===== src/rtl/multi_rangefinder.sv =====
// Multi-channel running min/max tracker: go..finish windows on a channel-tagged sample bus, one shared result port.
// Latency 1 cycle from finish/error to result/err outputs; no backpressure, one channel addressed per cycle.
// Optional min_out/max_out ports when MULTI_RANGEFINDER_MINMAX_EN is defined.
module multi_rangefinder #(
    parameter int WIDTH  = 16,
    parameter int NCH    = 4,
    parameter int CNTW   = 8,
    parameter int SIGNED = 0,
    localparam int CW    = (NCH > 1) ? $clog2(NCH) : 1
) (
    input  logic             clock,
    input  logic             reset_n,
    input  logic [CW-1:0]    in_chan,
    input  logic             in_valid,
    input  logic             go,
    input  logic             finish,
    input  logic [WIDTH-1:0] data_in,
    output logic             range_valid,
    output logic [CW-1:0]    range_chan,
    output logic [WIDTH-1:0] range_out,
    output logic [CNTW-1:0]  count_out,
    output logic             err_pulse,
    output logic [1:0]       err_code,
    output logic             err_sticky
`ifdef MULTI_RANGEFINDER_MINMAX_EN
    ,
    output logic [WIDTH-1:0] min_out,
    output logic [WIDTH-1:0] max_out
`endif
);

    localparam logic [1:0] ERR_GO_RUN   = 2'b01;
    localparam logic [1:0] ERR_FIN_IDLE = 2'b10;
    localparam logic [1:0] ERR_BAD_CHAN = 2'b11;

    logic [NCH-1:0]   run_q;
    logic [WIDTH-1:0] min_q [NCH];
    logic [WIDTH-1:0] max_q [NCH];
    logic [CNTW-1:0]  cnt_q [NCH];

    logic             range_valid_q, err_pulse_q, err_sticky_q;
    logic [CW-1:0]    range_chan_q;
    logic [WIDTH-1:0] range_q, min_out_q, max_out_q;
    logic [CNTW-1:0]  count_q;
    logic [1:0]       err_code_q;

    logic             chan_ok, any_act;
    logic [CW-1:0]    cidx;
    logic             cur_run, run_d, ch_we, res_vld, err_vld;
    logic [WIDTH-1:0] cur_min, cur_max, min_d, max_d;
    logic [CNTW-1:0]  cur_cnt, cnt_d;
    logic [1:0]       err_code_d;

    function automatic logic less_than(input logic [WIDTH-1:0] a, input logic [WIDTH-1:0] b);
        if (SIGNED != 0) return $signed(a) < $signed(b);
        else             return a < b;
    endfunction

    always_comb begin
        chan_ok    = (32'(in_chan) < 32'(NCH));
        any_act    = go | finish | in_valid;
        cidx       = chan_ok ? in_chan : '0;
        cur_run    = run_q[cidx];
        cur_min    = min_q[cidx];
        cur_max    = max_q[cidx];
        cur_cnt    = cnt_q[cidx];
        run_d      = cur_run;
        min_d      = cur_min;
        max_d      = cur_max;
        cnt_d      = cur_cnt;
        ch_we      = 1'b0;
        res_vld    = 1'b0;
        err_vld    = 1'b0;
        err_code_d = err_code_q;
        if (!chan_ok) begin
            if (any_act) begin
                err_vld    = 1'b1;
                err_code_d = ERR_BAD_CHAN;
            end
        end else if (!cur_run) begin
            if (go) begin
                ch_we   = 1'b1;
                min_d   = data_in;
                max_d   = data_in;
                cnt_d   = CNTW'(1);
                run_d   = !finish;
                res_vld = finish;
            end else if (finish) begin
                err_vld    = 1'b1;
                err_code_d = ERR_FIN_IDLE;
            end
        end else begin
            if (go) begin
                err_vld    = 1'b1;
                err_code_d = ERR_GO_RUN;
            end
            // A go on a running window carries no sample unless it also closes the window.
            if (in_valid && (!go || finish)) begin
                ch_we = 1'b1;
                if (less_than(data_in, cur_min)) min_d = data_in;
                if (less_than(cur_max, data_in)) max_d = data_in;
                if (cur_cnt != {CNTW{1'b1}}) cnt_d = cur_cnt + CNTW'(1);
            end
            if (finish) begin
                ch_we   = 1'b1;
                run_d   = 1'b0;
                res_vld = 1'b1;
            end
        end
    end

    always_ff @(posedge clock or negedge reset_n) begin
        if (!reset_n) begin
            run_q <= '0;
            for (int i = 0; i < NCH; i++) begin
                min_q[i] <= '0;
                max_q[i] <= '0;
                cnt_q[i] <= '0;
            end
        end else if (ch_we) begin
            run_q[cidx] <= run_d;
            min_q[cidx] <= min_d;
            max_q[cidx] <= max_d;
            cnt_q[cidx] <= cnt_d;
        end
    end

    always_ff @(posedge clock or negedge reset_n) begin
        if (!reset_n) begin
            range_valid_q <= 1'b0;
            range_chan_q  <= '0;
            range_q       <= '0;
            count_q       <= '0;
            min_out_q     <= '0;
            max_out_q     <= '0;
            err_pulse_q   <= 1'b0;
            err_code_q    <= '0;
            err_sticky_q  <= 1'b0;
        end else begin
            range_valid_q <= res_vld;
            err_pulse_q   <= err_vld;
            err_sticky_q  <= err_sticky_q | err_vld;
            if (err_vld) err_code_q <= err_code_d;
            if (res_vld) begin
                range_chan_q <= cidx;
                // max >= min under the active ordering, so the modular difference is exact.
                range_q      <= max_d - min_d;
                count_q      <= cnt_d;
                min_out_q    <= min_d;
                max_out_q    <= max_d;
            end
        end
    end

    assign range_valid = range_valid_q;
    assign range_chan  = range_chan_q;
    assign range_out   = range_q;
    assign count_out   = count_q;
    assign err_pulse   = err_pulse_q;
    assign err_code    = err_code_q;
    assign err_sticky  = err_sticky_q;

`ifdef MULTI_RANGEFINDER_MINMAX_EN
    assign min_out = min_out_q;
    assign max_out = max_out_q;
`else
    logic unused_minmax;
    assign unused_minmax = ^{min_out_q, max_out_q};
`endif

endmodule


===== config.mk =====
export PLATFORM = sky130hd
export DESIGN_NAME = multi_rangefinder
export DESIGN_NICKNAME = d
export VERILOG_FILES = /design/src/rtl/multi_rangefinder.sv
export SDC_FILE = /design/constraint.sdc
export NUM_CORES = 1
export LEC_CHECK = 0
export ABC_AREA = 1
export ABC_CLOCK_PERIOD_IN_PS = 5450
export BUFFER_PORTS_ARGS = -buffer_cell sky130_fd_sc_hd__buf_2
export CAP_MARGIN = 15
export CORE_ASPECT_RATIO = 1.4
export CORE_UTILIZATION = 50
export CTS_BUF_LIST = sky130_fd_sc_hd__clkbuf_8
export DETAILED_ROUTE_END_ITERATION = 10
export PLACE_DENSITY = 0.7
export SLEW_MARGIN = 5
export SYNTH_ARGS = -nofsm -noshare
export SYNTH_HDL_FRONTEND = slang
export SYNTH_SLANG_ARGS = --single-unit

===== constraint.sdc =====
create_clock -name clock -period 5.45 [get_ports clock]
set_input_delay 1.635 -clock clock [delete_from_list [all_inputs] [get_ports clock]]
set_output_delay 1.635 -clock clock [all_outputs]
set_load 0.01 [all_outputs]

==> summary.txt <==
status: finished clean
largest family of logic cells by synthesized area: simple AND/OR/NAND/NOR gates
initial antenna violation count: 0
Synth Area in Simple Gates: 0.246
WHS Path Cells: 1
Area contributors post-synth: dfrtp_1 44%, nand2_1 15%, o21ai_0 7.6%, ha_1 4.6%, inv_1 3.2%
post-synth top area cell: dfrtp_1
commonest cells after routing, fill and taps aside: 441 x nand2_1, 195 x dfrtp_1, 170 x o21ai_0
HPWL after DPL: 22,700 um
Final nets: 1,604
crit path max-delay cell type: a221oi_1
CP max FO: 16
PwrDens: 508 nW/um^2
Setup TNS Final: 0 ns
crit-path max cell delay: 0.43 ns
via count: 10,200
Max transition margin: 0.362
TritonCTS clock tree: built
crit path kind: input port to register
sequential share of the synthesized area: 0.436
reg2reg end: range_out[15]
skew final: 0.0241 ns
core area: 21,900 sq um
global route overflow: 0
largest net degree at the start of global routing: 119
Post-synth EDFFs: 0
YS warnings: 0
share of the synthesized area in the top cell type: 0.436
Setup violations, final: 0
RSZ-0062 raised after global routing: false
Crit Reg-Reg Startpoint: min_q[37]
DR WL/cell: 16.8 um
Hold WS: 0.479 ns
Placer Congestion: 0.922
Final Cycle Share: 0.937
first-pass GRT wire length: 51,000 um
most used cell, CP: inv_2
Netlist Area Pre-Place: 11,200 sq um
WHS Endpoint: err_sticky
final hold vios: 0
initial cell density of the core: 0.511
Worst Min Path Start: err_sticky
DRC Markers: 0
commonest non-fill, non-tap cell in the layout: nand2_1
Adder-Cell Fraction of Synth Area: 0.0477
post-synthesis compound-gate area fraction: 0.193
Setup Fix Bufs, Post-CTS: 0
Worst-path clk slew: 0.11 ns
Worst Setup End Kind: register
Pwr Total: 6660 uW
Max-Cap Viols: 0
Worst R2R Setup Slack: 1.55 ns
Finished Cell Area: 13,100 sq um
Post-CTS Resized: 0
ys async rst share: 1.00
worst-path cell chain: buf_2 > inv_2 > nand2_4 > inv_2 > buf_12 > buf_4 > a221oi_1 > ha_1 > nand2_1 > o21a_1 > o221ai_2 > nor2_8 > nand2_4 > inv_2 > o21ai_0 > o21ai_1 > ha_1 > a21o_1 > a21oi_1 > o21bai_1 > a21oi_1 > nand3_1 > nand3_1 > nand2_1
final WL: 31,100 um
cts bufs inserted: 17
type of the most critical hold path: register to register
CTS max path bufs: 2
area growth from synthesis to layout: 17.3%
fmax: 196 MHz
I/O Buffers: 53
clock period minus worst slack: 5.11 ns
number of synthesized register bits: 195
crit path launch type: input port
Total GRT Usage: 0.288
die width: 128 um
ANT cells: 0
drt first pass iters: 5
max-slew violation count: 0
LEAKAGE: 0.00664 uW
Peak VDD IR: 0.309 mV
vias in the first global route: 9,914
Die ar.: 23,000 sq um
Worst Path Required: 5.84 ns
syn_area_per_cell: 8.00 sq um
CTS root buf: clkbuf_8
Reg2Reg Depth: 24
# rows: 64
clk sink count: 195
data arrival time of the worst path: 5.50 ns
placed inst area: 12,700 sq um
share of cells above drive strength 1: 0.207
htree depth: 4
post-synthesis xor/xnor area fraction: 0.00470
post-synth cell types: 55
vias per cell: 5.51
cts hold-fix bufs: 0
Tightest Pin Transition: 0.958 ns
DRT iter0 DRCs: 685
Final ANT Viol Nets: 0
syn nets: 1,463
Cells after Synth: 1,398
IO Pins: 54
clk_lat worst skew: 0.51 ns
mux cell area share after synthesis: 0
top_reg_cell synth: dfrtp_1
chip height: 179 um
flip-flops by register name (all words and copies together) (netlist names):
register / flops
run_q: 4
err_code: 2
range_chan: 2
range_out: 16
err_sticky: 1
cnt_q: 32
count_out: 8
range_valid: 1
err_pulse: 1
max_q: 64
min_q: 64
synth_stat cells, drive strengths merged, types with 2 or more instances:
cell type,n
a22o,11
nand3b,5
or2,7
xor2,4
o211ai,11
o21a,3
nor3,9
nand4,6
o22ai,8
a22oi,32
a31oi,4
o21ai,199
and2,8
nand3,66
a221oi,24
a21o,2
a211oi,3
o31ai,5
inv,110
nor2,45
a21oi,41
clkinv,3
dfrtp,195
buf,43
nand2,479
clkbuf,23
o221ai,3
o21bai,2
xnor2,2
ha,41
power by group:
part | internal (uW) | switching [uW] | leakage, uW | total [uW]
sequential | 2010 | 323 | 0.00246 | 2330
combinational | 1410 | 1910 | 0.00396 | 3320
clock | 393 | 608 | 0.000213 | 1000
per-layer routing:
metal,track usage,vias to the layer above,wire length [um]
li1,-,4964,-
met1,0.371,4855,13400
met2,0.483,296,15200
met3,0.0469,69,1550
met4,0.111,0,900
met5,0,-,0
final cells by class:
| class | instances | area [sq um] |
|---|---|---|
| tap | 297 | 372 |
| inverter | 113 | 427 |
| sequential | 195 | 4880 |
| multi-input combinational | 1024 | 5570 |
| clock buffer | 17 | 234 |
| clock inverter | 15 | 190 |
| timing repair buffer | 188 | 1440 |
| fill | 2015 | 8750 |
critical path: cells and delay by family:
kind	cells	cell delay, ns
buffers and inverters	6	0.82
AND/OR/NAND/NOR	7	0.62
adder cells (fa/ha/maj)	2	0.70
AO/OA/AOI/OAI	9	1.73
how the worst max path moves through the flow:
stage,start,slack [ns],end
3_5_place_dp,in_chan[0],-0.15,range_out[14]
6_report,in_chan[1],0.34,range_out[15]
3_3_place_gp,in_chan[0],-0.16,range_out[14]
5_1_grt,in_chan[0],0.04,range_out[15]
4_1_cts,in_chan[0],0.39,range_out[15]
2_1_floorplan,in_chan[0],0.008,range_out[14]
cell families (layout without fill, tap and decap cells):
group | after synthesis | after routing
simple gates | 626 | 626
fa+ha+maj | 42 | 42
xor+xnor | 6 | 6
flops | 195 | 195
compound gates | 350 | 350
buf+inv | 179 | 333
metrics by stage:
stage | setup slack (ns) | util | std cells
2_1_floorplan | 0.00815 | - | 1398
3_3_place_gp | -0.160 | 0.580 | 1817
3_5_place_dp | -0.152 | 0.580 | 1817
4_1_cts | 0.394 | 0.600 | 1849
5_1_grt | 0.0411 | 0.600 | 1849
6_report | 0.344 | 0.600 | 1849
(Power assumes the default switching activity.)
